[src/rtl/clk_div_pkg.sv]
// Shared constants, types and helpers for the clk_divider_bank slice.
package clk_div_pkg;

    localparam int unsigned DIV_W_DEF       = 32;
    localparam int unsigned DEFAULT_DIV_DEF = 25000000;

    typedef logic [DIV_W_DEF-1:0] div_t;

    function automatic int unsigned ch_idx_w(input int unsigned n);
        return (n <= 1) ? 1 : $clog2(n);
    endfunction

endpackage

[src/rtl/clk_div_channel.sv]
// One divider channel: half-period counter, active half-period, divided clock and tick.
// The sync input exists only when CLK_DIV_SYNC_EN is defined.
module clk_div_channel
    import clk_div_pkg::*;
#(
    parameter int unsigned DIV_W       = DIV_W_DEF,
    parameter int unsigned DEFAULT_DIV = DEFAULT_DIV_DEF
) (
    input  logic             clk,
    input  logic             rst,
    input  logic             en,
`ifdef CLK_DIV_SYNC_EN
    input  logic             sync,
`endif
    input  logic             apply_req,
    input  logic [DIV_W-1:0] new_hp,
    output logic             applied,
    output logic             clk_div,
    output logic             tick
);

    logic [DIV_W-1:0] cnt_q, cnt_d;
    logic [DIV_W-1:0] hp_q, hp_d;
    logic             clk_div_q, clk_div_d;
    logic             tick_q, tick_d;
    logic             terminal;

    always_comb begin
        terminal  = (cnt_q == (hp_q - DIV_W'(1)));
        cnt_d     = cnt_q;
        hp_d      = hp_q;
        clk_div_d = clk_div_q;
        tick_d    = 1'b0;
        applied   = 1'b0;
`ifdef CLK_DIV_SYNC_EN
        if (sync) begin
            cnt_d     = '0;
            clk_div_d = 1'b0;
            if (apply_req) begin
                hp_d    = new_hp;
                applied = 1'b1;
            end
        end else
`endif
        if (en) begin
            if (terminal) begin
                cnt_d     = '0;
                clk_div_d = ~clk_div_q;
                tick_d    = 1'b1;
                // New half-period only starts after the current one completes
                if (apply_req) begin
                    hp_d    = new_hp;
                    applied = 1'b1;
                end
            end else begin
                cnt_d = cnt_q + DIV_W'(1);
            end
        end else if (apply_req) begin
            hp_d    = new_hp;
            cnt_d   = '0;
            applied = 1'b1;
        end
    end

    always_ff @(posedge clk or negedge rst) begin
        if (!rst) begin
            cnt_q     <= '0;
            hp_q      <= DIV_W'(DEFAULT_DIV);
            clk_div_q <= 1'b0;
            tick_q    <= 1'b0;
        end else begin
            cnt_q     <= cnt_d;
            hp_q      <= hp_d;
            clk_div_q <= clk_div_d;
            tick_q    <= tick_d;
        end
    end

    assign clk_div = clk_div_q;
    assign tick    = tick_q;

endmodule

[src/rtl/clk_divider_bank.sv]
// Bank of programmable 50%-duty clock dividers with a single shared load slot.
// Define CLK_DIV_SYNC_EN to add the bank-wide sync realign input.
module clk_divider_bank
    import clk_div_pkg::*;
#(
    parameter int unsigned  CHANNELS    = 4,
    parameter int unsigned  DIV_W       = DIV_W_DEF,
    parameter int unsigned  DEFAULT_DIV = DEFAULT_DIV_DEF,
    localparam int unsigned CH_W        = ch_idx_w(CHANNELS)
) (
    input  logic                clk,
    input  logic                rst,
`ifdef CLK_DIV_SYNC_EN
    input  logic                sync,
`endif
    input  logic [CHANNELS-1:0] en,
    input  logic                ld_valid,
    output logic                ld_ready,
    input  logic [CH_W-1:0]     ld_ch,
    input  logic [DIV_W-1:0]    ld_div,
    output logic [CHANNELS-1:0] clk_div,
    output logic [CHANNELS-1:0] tick
);

    logic                pend_q, pend_d;
    logic [CH_W-1:0]     pend_ch_q, pend_ch_d;
    logic [DIV_W-1:0]    pend_div_q, pend_div_d;
    logic                ready_q, ready_d;
    logic                ch_in_range;
    logic [CHANNELS-1:0] apply_req;
    logic [CHANNELS-1:0] applied;

    always_comb begin
        ch_in_range = (32'(pend_ch_q) < CHANNELS);
        pend_d      = pend_q;
        pend_ch_d   = pend_ch_q;
        pend_div_d  = pend_div_q;
        // Out-of-range targets are simply dropped on the edge after capture
        if (pend_q && (!ch_in_range || (|applied))) begin
            pend_d = 1'b0;
        end
        if (ld_valid && ready_q) begin
            pend_d     = 1'b1;
            pend_ch_d  = ld_ch;
            pend_div_d = (ld_div == '0) ? DIV_W'(1) : ld_div;
        end
        ready_d = !pend_d;
    end

    always_ff @(posedge clk or negedge rst) begin
        if (!rst) begin
            pend_q     <= 1'b0;
            pend_ch_q  <= '0;
            pend_div_q <= '0;
            ready_q    <= 1'b1;
        end else begin
            pend_q     <= pend_d;
            pend_ch_q  <= pend_ch_d;
            pend_div_q <= pend_div_d;
            ready_q    <= ready_d;
        end
    end

    assign ld_ready = ready_q;

    for (genvar i = 0; i < CHANNELS; i++) begin : g_ch
        assign apply_req[i] = pend_q && (pend_ch_q == CH_W'(i));

        clk_div_channel #(
            .DIV_W      (DIV_W),
            .DEFAULT_DIV(DEFAULT_DIV)
        ) u_ch (
            .clk      (clk),
            .rst      (rst),
            .en       (en[i]),
`ifdef CLK_DIV_SYNC_EN
            .sync     (sync),
`endif
            .apply_req(apply_req[i]),
            .new_hp   (pend_div_q),
            .applied  (applied[i]),
            .clk_div  (clk_div[i]),
            .tick     (tick[i])
        );
    end

endmodule

[config.mk]
export PLATFORM = sky130hd
export DESIGN_NAME = clk_divider_bank
export DESIGN_NICKNAME = d
export VERILOG_FILES = /design/src/rtl/clk_div_pkg.sv /design/src/rtl/clk_div_channel.sv /design/src/rtl/clk_divider_bank.sv
export SDC_FILE = /design/constraint.sdc
export NUM_CORES = 1
export LEC_CHECK = 0
export ABC_AREA = 0
export CORE_MARGIN = 5
export CORE_UTILIZATION = 35
export CTS_BUF_LIST = sky130_fd_sc_hd__clkbuf_4
export CTS_CLUSTER_DIAMETER = 40
export DETAILED_ROUTE_END_ITERATION = 16
export PLACE_DENSITY = 0.54
export SLEW_MARGIN = 15
export SYNTH_ARGS = -nofsm -noshare
export SYNTH_HDL_FRONTEND = slang
export SYNTH_SLANG_ARGS = --single-unit
[constraint.sdc]
create_clock -name clk -period 4.85 [get_ports clk]
set_input_delay 0.97 -clock clk [delete_from_list [all_inputs] [get_ports clk]]
set_output_delay 0.97 -clock clk [all_outputs]
set_load 0.01 [all_outputs]
; ---- Yosys cells after proc, flatten, opt, wreduce, memory -nomap -nowiden
; Cells that the tools add are included.
[op_classes]
n_reduce_logical = 18
muxes = 47
add_sub_neg = 8
eq_ne = 11
bitwise_logic = 4
[op_table]
columns = operator, count
row1 = two-way mux 32 bit, 25
row2 = adder 32 x 1 -> 32 bit (second input constant), 4
row3 = equality test 32 bit, 4
row4 = subtractor 32 x 1 -> 32 bit (second input constant), 4
row5 = zero test 32 bit, 1
row6 = two-way mux 1 bit, 22
row7 = inequality test 2 x 1 -> 1 bit (second input constant), 4
row8 = AND reduction 2 bit, 4
row9 = nonzero test 2 bit, 4
row10 = logical AND 1 bit, 6
row11 = equality test 2 bit (second input constant), 2
row12 = NOT 1 bit, 4
row13 = OR reduction 4 bit, 1
row14 = equality test 2 x 1 -> 1 bit (second input constant), 1
row15 = zero test 2 bit, 1
row16 = zero test 1 bit, 1
[totals]
word_cells = 108
register_bits = 300
output_inout_bits = 9
in_bits = 41

; ---- Depth between registers and ports, before layout
; Gate-level depths: netlist of run 1.
[logic_depth]
ltp_word = 10
depth_mapped = 15
depth_no_buf = 11

; ---- Cells and area by module
; From an unflattened synthesis of run 1, not the netlist that was laid out.
[unflattened]
cells_unflattened = 1901
area_unflattened_um2 = 18644.1
[by_module_without_submodules]
columns = module, cells_each, area_each_um2, instances, seq_area_each_um2
row1 = clk_div_channel at g_ch[0].u_ch ..., 445, 4295.4, 3, 1666.6
row2 = clk_div_channel at g_ch[3].u_ch, 472, 4315.4, 1, 1666.6
row3 = clk_divider_bank, 94, 1442.6, 1, 902.1

; ---- Worst setup path before layout of run 1
; No wires, ideal clock.
[synth_timing]
kind = register to register
from = register g_ch[3].u_ch.hp_q[16]
to = register g_ch[3].u_ch.hp_q[10]
path_stages_with_launch = 12
setup_time_ps = 127
required_ps = 4723
t_arrival_ps = 4095
path_slack_ps = 628
synth_period_minus_slack_ps = 4222
path_buffers = 2
path_cell_list = dfstp_2 buf_2 or4_1 or2_1 or4_1 o31a_1 or4_1 or4_1 o31a_1 nor3b_4 buf_6 mux2_1
[synth_between]
elab_chain_len = 3
[synth_rtl]
columns = element, line_no
row1 = from (decl), clk_div_channel.sv:23  ; logic [DIV_W-1:0] hp_q, hp_d;
row2 = from (signal assigned), clk_div_channel.sv:68  ; hp_q <= DIV_W'(DEFAULT_DIV);
row3 = from (signal assigned), clk_div_channel.sv:73  ; hp_q <= hp_d;
row4 = subtractor 32 x 1 -> 32 bit, clk_div_channel.sv:29  ; terminal = (cnt_q == (hp_q - DIV_W'(1)));
row5 = equality test 32 bit, clk_div_channel.sv:29
row6 = inequality test 2 x 1 -> 1 bit (no line), -
; Every way passes these cells.
; A chain may end at the register's enable or synchronous reset.

; ---- Worst setup path in the final report of run 1
[layout_timing]
from = register g_ch[1].u_ch.hp_q[0]
to = register g_ch[1].u_ch.hp_q[30]
[layout_between]
elab_chain_len = 3
[layout_rtl]
columns = element, line_no
row1 = from (decl), clk_div_channel.sv:23
row2 = from (signal assigned), clk_div_channel.sv:68
row3 = from (signal assigned), clk_div_channel.sv:73
row4 = subtractor 32 x 1 -> 32 bit, clk_div_channel.sv:29
row5 = equality test 32 bit, clk_div_channel.sv:29
row6 = inequality test 2 x 1 -> 1 bit (no line), -
; Every way passes these cells.

==> Flow_metrics.wiki, run 1 <==
{| class="wikitable"
! Metric !! Value
|-
| Outcome || completed
|-
| Crit Path Category || register to register
|-
| Final Setup Violations || 0
|-
| Number of buffer and inverter stages on the critical path || 2
|-
| Area growth, synth to finish || 12.1%
|-
| Core region area || approximately 53000 um^2
|-
| Root buffer cell || sky130_fd_sc_hd__clkbuf_4
|-
| Remaining Overflow, GRT || 0
|-
| DR DRC count || 0
|-
| Highest attainable clock frequency || about 0.22 GHz
|-
| Clock buffer count from CTS || between 80 and 90
|-
| Total routing resource utilization after global routing || roughly 18%
|-
| Clock H-tree levels || 3
|-
| DRT Wirelength || between 50000 and 60000 um
|-
| Most frequent cells after synthesis || sky130_fd_sc_hd__dfrtp_1 (251), sky130_fd_sc_hd__nand2_1 (135), sky130_fd_sc_hd__mux2_2 (133)
|-
| Width of the chip || 241 um
|-
| Resized cells post-CTS || 0
|-
| Clock skew || between 0.06 and 0.07 ns
|-
| I/O pins || 50
|-
| CP max FO || 32
|-
| Crit share post-route || 92.6%
|-
| Cell accounting for the most synthesized area || sky130_fd_sc_hd__dfrtp_1
|-
| Final RePlAce weighted congestion || 0.868
|-
| Number of antenna violations at the first check in global routing || 4
|-
| Post-synthesis area per instance || ~9.4 um^2
|-
| Family with the most delay on the worst path || simple AND/OR/NAND/NOR gates
|-
| Final critical-path required period || 4.49 ns
|-
| CTS Hold Bufs || 0
|-
| Net count of the mapped netlist || 2030
|-
| Residual antenna-violating net count after detailed routing || 0
|-
| Library cell with the highest instance count after synthesis || sky130_fd_sc_hd__dfrtp_1
|-
| Post-Syn Instances || 1981
|-
| Number of setup buffers added after CTS || 0
|-
| Post-DP HPWL || 36500 um
|-
| Sequential element share of the synthesized area || between 40% and 50%
|-
| Cell with the biggest individual delay on the critical path || sky130_fd_sc_hd__or4b_2
|-
| TritonCTS clock tree || yes
|-
| FF+latch count, synth || 300
|-
| Synth Cell Area || 18700 um^2
|-
| Drt first-iter violations || approximately 1100
|-
| # rows || 84
|-
| Max-Cap Viols || 0
|-
| Most frequently used flop master after synthesis || sky130_fd_sc_hd__dfrtp_1
|-
| CP cell instances || inv_1 -> ha_1 -> or4b_2 -> or4_1 -> or4b_1 -> o211ai_1 -> nand4_1 -> o41a_2 -> nor2_2 -> buf_4 -> mux2_2
|-
| Biggest area contributors in the synthesized netlist || sky130_fd_sc_hd__dfrtp_1 (34%), sky130_fd_sc_hd__mux2_2 (8.0%), sky130_fd_sc_hd__dfstp_2 (6.9%)
|-
| Number of search-and-repair iterations in the first detailed-routing pass || 5
|-
| P_leak || 8.52 nW
|-
| Number of vias per cell || ~5.6
|-
| Data arrival time of the critical path || 5.16 ns
|-
| Proportion of netlist area held by the largest area contributor || between 30% and 40%
|-
| Clock tree sinks || 300
|-
| Final critical-path setup slack || between 0.3 and 0.4 ns
|-
| Post-placement worst setup slack || 0.426 ns
|-
| Type of element capturing the critical path || register
|-
| Detailed-route wire length per cell || 18.4 um
|-
| Starting Density || between 30% and 40%
|-
| Later-pin clock latency in the skew report || between 0.8 and 0.9 ns
|-
| Die Span Y || between 200 and 250 um
|-
| Die area || 58100 um^2
|-
| Port Buffer Count || 49
|-
| Largest stage delay on the critical path || 0.70 ns
|-
| Via count of the first global-routing pass || 15200
|-
| Reg clk slew, reported paths || 0.07 ns
|-
| Pin count of the biggest net entering global routing || between 100 and 150
|-
| Tightest Hold Check Type || input pin to asynchronous set/reset pin
|-
| Setup TNS || 0 ns
|-
| Slew of the pin with the lowest slew margin || between 0.9 and 1 ns
|-
| Max Buffers Root-to-Sink || 3
|-
| Async set-or-reset flop fraction in the synthesized netlist || 100%
|-
| Startpoint kind of the worst setup timing path || register
|-
| Hold Violations, Final || 0
|-
| Pins Over Slew Limit || 0
|-
| Largest voltage drop on the vdd net || 0.243 mV
|-
| Power Dens Cells || approximately 530 nW/um^2
|-
| Synth unique cells || just under 80
|-
| Via count || 15600
|-
| Worst EP required || 5.52 ns
|-
| Number of flops mapped to enable cells by yosys || 0
|-
| First-pass GRT wire length || 83300 um
|-
| Worst-case headroom to the max-slew limit || 39.3%
|-
| Share of the core filled with cells in the final layout || 39.8%
|-
| Final-stage net count || 2074
|-
| Count of synthesis-stage warnings from yosys || 0
|-
| Fraction of layout cells with a size suffix above 1 || 18.2%
|-
| RSZ-0062 raised after global routing || no
|}
layout make-up:
type	count	area (um^2)
multi-input combinational	1496	10400
inverter	65	244
sequential	300	7570
antenna	8	20.0
clock inverter	20	109
fill	5241	31700
tap	688	861
timing repair buffer	79	771
clock buffer	133	998
path summary, 6_finish.rpt:
path,cells after the start,end,slack [ns],startpoint
max,11,g_ch[1].u_ch.hp_q[30],0.36,g_ch[1].u_ch.hp_q[0]
min,1,g_ch[3].u_ch.cnt_q[23],0.20,rst
max reg2reg,11,g_ch[1].u_ch.hp_q[30],0.36,g_ch[1].u_ch.hp_q[0]
min reg2reg,1,g_ch[0].u_ch.clk_div,0.46,g_ch[0].u_ch.clk_div
max in group asynchronous,2,g_ch[2].u_ch.cnt_q[25],3.53,rst
min in group clk,1,g_ch[0].u_ch.clk_div,0.46,g_ch[0].u_ch.clk_div
registers in the layout, summed over array words and instances, names as in the netlist:
register	count
g_ch.u_ch.cnt_q	128
pend_ch_q	2
g_ch.u_ch.tick	4
ld_ready	1
pend_div_q	32
g_ch.u_ch.clk_div	4
pend_q	1
g_ch.u_ch.hp_q	128
through the flow:
stage	area (um^2)	std cells	hold WS, ns	total power [mW]
finish	20900	2789	0.200	11.1
global route	20900	2782	0.215	11.9
CTS	20900	2781	0.187	11.2
detailed placement	19800	2628	0.456	8.68
global placement	19800	2628	0.455	8.59
floorplan	18700	1981	0.443	7.30
cell usage in the layout (no fill, tap or decap), drive strengths merged, types with 56 or more instances in the layout:
cell	instances
clkbuf	133
nand2	135
nor4	70
nand3	86
dfrtp	251
nor3	77
mux2	164
nor2	132
xor2	59
xnor2	100
inv	66
a21oi	69
o21ai	56
power by group:
part | internal [mW] | leakage (nW) | switching [mW]
clock | 1.29 | 0.673 | 1.15
combinational | 1.91 | 4.08 | 1.82
sequential | 3.42 | 3.77 | 1.54
total | 6.63 | 8.52 | 4.50
logic make-up after synthesis:
family / count (synthesis) / synth area share, %
buffers and inverters: 185 / 4.07
AND/OR/NAND/NOR: 785 / 22.9
XOR/XNOR: 160 / 7.59
flip-flops: 300 / 40.5
multiplexers: 203 / 12.0
AO/OA/AOI/OAI: 340 / 12.4
adder cells (fa/ha/maj): 8 / 0.536
layer usage:
layer	up-vias	track usage [%]	wire length (um)	part of all wire [%]
li1	7437	-	-	-
met1	7685	24.4	24000	47
met2	370	27.8	23100	45
met3	104	4.10	2930	5.7
met4	0	5.40	1230	2.4
met5	-	0	0	0
(Power assumes the default switching activity.)
==> run 2, diff against run 1 <==
CTS_CLUSTER_SIZE = 40   (was default)
==> run 2 against run 1 <==
Compared with the run above:
- routed wire length down 0.90%
- die area unchanged
- hold slack better by 0.034 ns
- final area down 1.7%
- largest power group unchanged
==> Flow_metrics.wiki, run 2 (same netlist as run 1, synthesis figures left out) <==
{| class="wikitable"
! Metric !! Value
|-
| Setup TNS || 0 ns
|-
| Residual antenna-violating net count after detailed routing || 0
|-
| Slew of the pin with the lowest slew margin || roughly 0.9 ns
|-
| Final-stage net count || 2039
|-
| Largest stage delay on the critical path || 0.70 ns
|-
| Number of antenna violations at the first check in global routing || 7
|-
| Root buffer cell || sky130_fd_sc_hd__clkbuf_4
|-
| # rows || 84
|-
| Post-route cell area || 20600 um^2
|-
| Commonest cells after routing, fill and taps aside || sky130_fd_sc_hd__dfrtp_1 (251), sky130_fd_sc_hd__nand2_1 (135), sky130_fd_sc_hd__mux2_2 (133), sky130_fd_sc_hd__nor2_1 (131), sky130_fd_sc_hd__xnor2_1 (100)
|-
| Number of search-and-repair iterations in the first detailed-routing pass || 8
|-
| Port Buffer Count || 49
|-
| CP max FO || 32
|-
| Power Dens Cells || 516 nW/um^2
|-
| DR DRC count || 0
|-
| Share of the core filled with cells in the final layout || 39.1%
|-
| DRT Wirelength || 50900 um
|-
| Family with the most delay on the worst path || simple AND/OR/NAND/NOR gates
|-
| Cell with the biggest individual delay on the critical path || sky130_fd_sc_hd__or4b_2
|-
| Type of element capturing the critical path || register
|-
| Fraction of layout cells with a size suffix above 1 || 16.1%
|-
| Final RePlAce weighted congestion || 0.868
|-
| Total routing resource utilization after global routing || 17.4%
|-
| CP cell instances || inv_1 -> ha_1 -> or4b_2 -> or4_1 -> or4b_1 -> o211ai_1 -> nand4_1 -> o41a_2 -> nor2_2 -> buf_4 -> mux2_2
|-
| Post-placement worst setup slack || 0.426 ns
|-
| Outcome || completed
|-
| I/O pins || 50
|-
| Final critical-path setup slack || around 0.34 ns
|-
| Clock tree sinks || 300
|-
| Remaining Overflow, GRT || 0
|-
| RSZ-0062 raised after global routing || no
|-
| Via count of the first global-routing pass || 15000
|-
| Clock H-tree levels || 2
|-
| Largest voltage drop on the vdd net || 0.266 mV
|-
| First-pass GRT wire length || 82500 um
|-
| Resized cells post-CTS || 0
|-
| Die area || 58100 um^2
|-
| Detailed-route wire length per cell || ~19 um
|-
| Hold Violations, Final || 0
|-
| Worst EP required || 5.53 ns
|-
| Max-Cap Viols || 0
|-
| Worst-case headroom to the max-slew limit || 39.9%
|-
| Pin count of the biggest net entering global routing || 113
|-
| Highest attainable clock frequency || 0.222 GHz
|-
| Number of vias per cell || 5.64
|-
| Data arrival time of the critical path || roughly 5.2 ns
|-
| Post-DP HPWL || 36500 um
|-
| Placed inst area || 19800 um^2
|-
| Area growth, synth to finish || 10.2%
|-
| CTS Hold Bufs || 0
|-
| Width of the chip || between 200 and 250 um
|-
| Clock buffer count from CTS || 48
|-
| Reg clk slew, reported paths || 0.13 ns
|-
| Crit Path Category || register to register
|-
| Starting Density || 35.5%
|-
| Most frequent standard cell in the layout excluding fill and tap cells || sky130_fd_sc_hd__dfrtp_1
|-
| Drt first-iter violations || 1022
|-
| Later-pin clock latency in the skew report || a little over 0.8 ns
|-
| Startpoint kind of the worst setup timing path || register
|-
| Tightest Hold Check Type || input pin to asynchronous set/reset pin
|-
| Number of standard cells in the layout, taps in and fillers out || 2717
|-
| Clock skew || 0.0545 ns
|-
| Die Span Y || about 240 um
|-
| Crit share post-route || 93.0%
|-
| Via count || 15300
|-
| Core region area || 52700 um^2
|-
| Number of setup buffers added after CTS || 0
|-
| Max Buffers Root-to-Sink || 3
|-
| P_leak || around 8.3 nW
|-
| Pins Over Slew Limit || 0
|-
| TritonCTS clock tree || yes
|-
| Final critical-path required period || 4.51 ns
|-
| Final Setup Violations || 0
|-
| Number of placed cells counting well taps || 2628
|-
| Biggest regs || g_ch.u_ch.cnt_q x128, g_ch.u_ch.hp_q x128, pend_div_q x32
|-
| Number of buffer and inverter stages on the critical path || 2
|}
run 2: stage by stage:
step           power [mW]  hold slack (ns)
4_1_cts              10.7            0.174
6_report             10.6            0.234
2_1_floorplan        7.30            0.443
3_5_place_dp         8.68            0.456
3_3_place_gp         8.59            0.455
5_1_grt              11.4            0.233
run 2: worst paths after layout:
kind                                 startpoint                endpoint  slack (ns)  cells past startpoint
setup / recovery           g_ch[1].u_ch.hp_q[0]   g_ch[1].u_ch.hp_q[30]        0.34                     11
hold / removal                              rst  g_ch[3].u_ch.cnt_q[27]        0.23                      1
setup reg to reg           g_ch[1].u_ch.hp_q[0]   g_ch[1].u_ch.hp_q[30]        0.34                     11
hold reg to reg            g_ch[0].u_ch.clk_div    g_ch[0].u_ch.clk_div        0.47                      1
max in group asynchronous                   rst  g_ch[2].u_ch.cnt_q[26]        3.52                      2
min in group clk           g_ch[0].u_ch.clk_div    g_ch[0].u_ch.clk_div        0.47                      1
run 2: report_power, final:
group / internal [mW] / total, mW / switching [mW]
Combinational: 1.91 / 3.73 / 1.81
Sequential: 3.41 / 4.94 / 1.53
Clock: 0.732 / 1.95 / 1.22
Total: 6.06 / 10.6 / 4.57
run 2: final cells by class:
cell class                      instances  area [um^2]
Fill cell                            5209        32100
Multi-Input combinational cell       1496        10400
Sequential cell                       300         7570
Tap cell                              688          861
Timing Repair Buffer                   79          771
Clock buffer                           51          383
Clock inverter                         37          379
Inverter                               65          244
Antenna cell                            1         2.50
run 2: routing by layer:
layer / vias to the layer above / wire length [um] / part of all wire, % / track usage [%]
li1: 7321 / - / - / -
met1: 7560 / 23900 / 47 / 24.6
met2: 369 / 23000 / 45 / 27.7
met3: 80 / 2810 / 5.5 / 3.01
met4: 2 / 1100 / 2.2 / 5.06
met5: - / 13 / 0.026 / 0
run 2: worst register-to-register path: cells and delay by family, from the launching register on:
| family | cells | cell delay, ns |
|---|---|---|
| multiplexers | 1 | 0.40 |
| flip-flops | 1 | 0.46 |
| AND/OR/NAND/NOR | 5 | 2.06 |
| buffers and inverters | 2 | 0.47 |
| AO/OA/AOI/OAI | 2 | 0.78 |
| adder cells (fa/ha/maj) | 1 | 0.20 |
==> run 3, diff against run 2 <==
ABC_AREA = 1   (was 0)
==> run 3 against run 2 <==
Compared with the run above:
- hold slack worse by 0.12 ns
- clock power up 24%
- sequential power down 11%
- clock skew decreased by 0.0053 ns
- sequential cell count unchanged
- combinational power grew 69%
- total power up 23%
- sequential share of layout area is 2.1 points lower
==> Flow_metrics.wiki, run 3 <==
{| class="wikitable"
! Metric !! Value
|-
| Max-Cap Viols || 0
|-
| Placed inst area || 20800 um^2
|-
| Highest attainable clock frequency || approximately 0.28 GHz
|-
| FF+latch count, synth || 300
|-
| Number of search-and-repair iterations in the first detailed-routing pass || 5
|-
| Data arrival time of the critical path || between 4 and 5 ns
|-
| DRT Wirelength || 58500 um
|-
| Worst-case headroom to the max-slew limit || 33.7%
|-
| Post-synthesis area per instance || 7.36 um^2
|-
| Core region area || roughly 55000 um^2
|-
| Post-Syn Instances || 2669
|-
| TritonCTS clock tree || yes
|-
| Fraction of layout cells with a size suffix above 1 || 10.7%
|-
| CTS Hold Bufs || 0
|-
| Later-pin clock latency in the skew report || 0.88 ns
|-
| Post-route cell area || 21800 um^2
|-
| Outcome || completed
|-
| Crit Path Category || register to register
|-
| Worst Reg2Reg Path Length in Cells || 18
|-
| Via count of the first global-routing pass || 17200
|-
| Number of flops mapped to enable cells by yosys || 0
|-
| Die area || around 61000 um^2
|-
| Clock tree sinks || 300
|-
| Setup TNS || 0 ns
|-
| Synth unique cells || 57
|-
| Clock buffer count from CTS || 60
|-
| Library cell with the highest instance count after synthesis || sky130_fd_sc_hd__nand2_1
|-
| CP max FO || 20
|-
| Number of vias per cell || roughly 4.9
|-
| Pin count of the biggest net entering global routing || 102
|-
| Die Span Y || between 200 and 250 um
|-
| Launch point of the worst reg-to-reg path || g_ch[3].u_ch.hp_q[0]
|-
| Crit share post-route || around 73%
|-
| Net count of the mapped netlist || 2718
|-
| Startpoint kind of the worst setup timing path || register
|-
| Clock H-tree levels || 2
|-
| Biggest regs || g_ch.u_ch.cnt_q x128, g_ch.u_ch.hp_q x128, pend_div_q x32
|-
| Starting Density || 35.5%
|-
| I/O pins || 50
|-
| Resized cells post-CTS || 0
|-
| Most frequently used flop master after synthesis || sky130_fd_sc_hd__dfrtp_1
|-
| Sequential element share of the synthesized area || between 30% and 40%
|-
| Most frequent cells after synthesis || sky130_fd_sc_hd__nand2_1 (662), sky130_fd_sc_hd__nor2_1 (340), sky130_fd_sc_hd__inv_1 (305)
|-
| Reg-to-reg endpoint || g_ch[3].u_ch.cnt_q[10]
|-
| Remaining Overflow, GRT || 0
|-
| Number of antenna violations at the first check in global routing || 5
|-
| Residual antenna-violating net count after detailed routing || 0
|-
| Port Buffer Count || between 40 and 50
|-
| Type of element capturing the critical path || register
|-
| Max Buffers Root-to-Sink || 3
|-
| Hold Violations, Final || 0
|-
| First-pass GRT wire length || between 90000 and 100000 um
|-
| Proportion of netlist area held by the largest area contributor || approximately a third
|-
| Power Dens Cells || 602 nW/um^2
|-
| Reg clk slew, reported paths || ~0.11 ns
|-
| DR DRC count || 0
|-
| Via count || 17400
|-
| Cell accounting for the most synthesized area || sky130_fd_sc_hd__dfrtp_1
|-
| P_leak || 9.77 nW
|-
| Clock skew || 0.0492 ns
|-
| Number of setup buffers added after CTS || 0
|-
| Width of the chip || 247 um
|-
| Pins Over Slew Limit || 0
|-
| Most frequent standard cell in the layout excluding fill and tap cells || sky130_fd_sc_hd__nand2_1
|-
| Post-DP HPWL || 44800 um
|-
| Worst EP required || 5.55 ns
|-
| Final Setup Violations || 0
|-
| Register-to-register setup slack || 1.29 ns
|-
| Area growth, synth to finish || 11.0%
|-
| Largest voltage drop on the vdd net || 0.297 mV
|-
| Final Total Pwr || between 10 and 15 mW
|-
| Slew of the pin with the lowest slew margin || 0.994 ns
|-
| Total routing resource utilization after global routing || 19.2%
|-
| # fillers || 5867
|-
| Async set-or-reset flop fraction in the synthesized netlist || 100%
|-
| Count of synthesis-stage warnings from yosys || 0
|-
| Biggest area contributors in the synthesized netlist || sky130_fd_sc_hd__dfrtp_1 (32%), sky130_fd_sc_hd__nand2_1 (13%), sky130_fd_sc_hd__xor2_1 (8.2%)
|-
| # rows || 86
|-
| Final critical-path required period || 3.56 ns
|-
| Detailed-route wire length per cell || 16.6 um
|-
| Tightest Hold Check Type || input pin to asynchronous set/reset pin
|-
| Root buffer cell || sky130_fd_sc_hd__clkbuf_4
|-
| Synth Cell Area || between 15000 and 20000 um^2
|-
| Final RePlAce weighted congestion || 0.938
|-
| Drt first-iter violations || 1086
|-
| RSZ-0062 raised after global routing || no
|-
| Final-stage net count || between 2000 and 3000
|-
| Commonest cells after routing, fill and taps aside || sky130_fd_sc_hd__nand2_1 (660), sky130_fd_sc_hd__nor2_1 (340), sky130_fd_sc_hd__inv_1 (305), sky130_fd_sc_hd__dfrtp_1 (251), sky130_fd_sc_hd__xor2_1 (184)
|}
run 3: worst max path at each step:
stage | start | to | slack (ns) | depth (start not counted)
after global routing | g_ch[3].u_ch.hp_q[0] | g_ch[3].u_ch.cnt_q[10] | 0.98 | 18
after floorplan | g_ch[0].u_ch.hp_q[0] | g_ch[0].u_ch.hp_q[15] | 2.37 | 18
after detailed placement | g_ch[3].u_ch.hp_q[0] | g_ch[3].u_ch.cnt_q[10] | 1.38 | 18
after CTS | g_ch[3].u_ch.hp_q[0] | g_ch[3].u_ch.cnt_q[10] | 1.34 | 18
after global placement | g_ch[3].u_ch.hp_q[0] | g_ch[3].u_ch.cnt_q[10] | 1.47 | 18
final | g_ch[3].u_ch.hp_q[0] | g_ch[3].u_ch.cnt_q[10] | 1.29 | 18
run 3: where the power goes:
group / switching (mW) / internal, mW
combinational: 4.15 / 2.15
sequential: 0.982 / 3.42
clock: 1.35 / 1.07
total: 6.48 / 6.64
run 3: cell type report:
class,count,area [um^2],area share [%]
sequential,300,7570,34.7
timing repair buffer,68,676,3.10
tap,748,936,4.29
clock buffer,61,458,2.10
multi-input combinational,1976,10400,47.6
clock inverter,53,561,2.57
inverter,324,1220,5.58
antenna,3,7.51,0.0344
run 3: stage by stage:
stage	util, %	worst slack (ns)	hold slack [ns]	cells
2_1_floorplan	-	2.37	0.443	2669
3_3_place_gp	37.6	1.47	0.460	3416
3_5_place_dp	37.6	1.38	0.462	3416
4_1_cts	39.4	1.34	0.119	3530
5_1_grt	39.4	0.982	0.170	3532
6_report	39.4	1.29	0.116	3533
run 3: critical path, cell delays in order, from the launching register on:
cell	delay, ns
sky130_fd_sc_hd__dfrtp_1	0.42
sky130_fd_sc_hd__inv_1	0.13
sky130_fd_sc_hd__ha_1	0.24
sky130_fd_sc_hd__nand2_1	0.14
sky130_fd_sc_hd__nor2_2	0.48
sky130_fd_sc_hd__nand2_1	0.23
sky130_fd_sc_hd__nor2_2	0.20
sky130_fd_sc_hd__nand3_1	0.08
sky130_fd_sc_hd__nand2_1	0.10
sky130_fd_sc_hd__nand2_1	0.06
sky130_fd_sc_hd__inv_1	0.05
sky130_fd_sc_hd__nand2_1	0.04
sky130_fd_sc_hd__nor2_1	0.09
sky130_fd_sc_hd__nand3_1	0.09
sky130_fd_sc_hd__nand2_1	0.14
sky130_fd_sc_hd__buf_4	0.29
sky130_fd_sc_hd__inv_1	0.15
sky130_fd_sc_hd__nor2_2	0.37
sky130_fd_sc_hd__nor3b_1	0.11
run 3: routing by layer:
metal / global-route usage (%) / routed length, um
met2: 31.4 / 26800
met4: 4.61 / 1350
met5: 0 / 27
met1: 26.0 / 27000
met3: 4.22 / 3400
run 3: cells by family (layout without fill, tap and decap cells):
kind of cell    count (synthesis)  in the layout  synth area share, %
compound gates                357            357                 10.8
xor+xnor                      249            249                 11.2
fa+ha+maj                       8              8                0.509
buf+inv                       393            506                 8.63
flops                         300            300                 38.5
other cells                     0              3                    0
simple gates                 1362           1362                 30.3
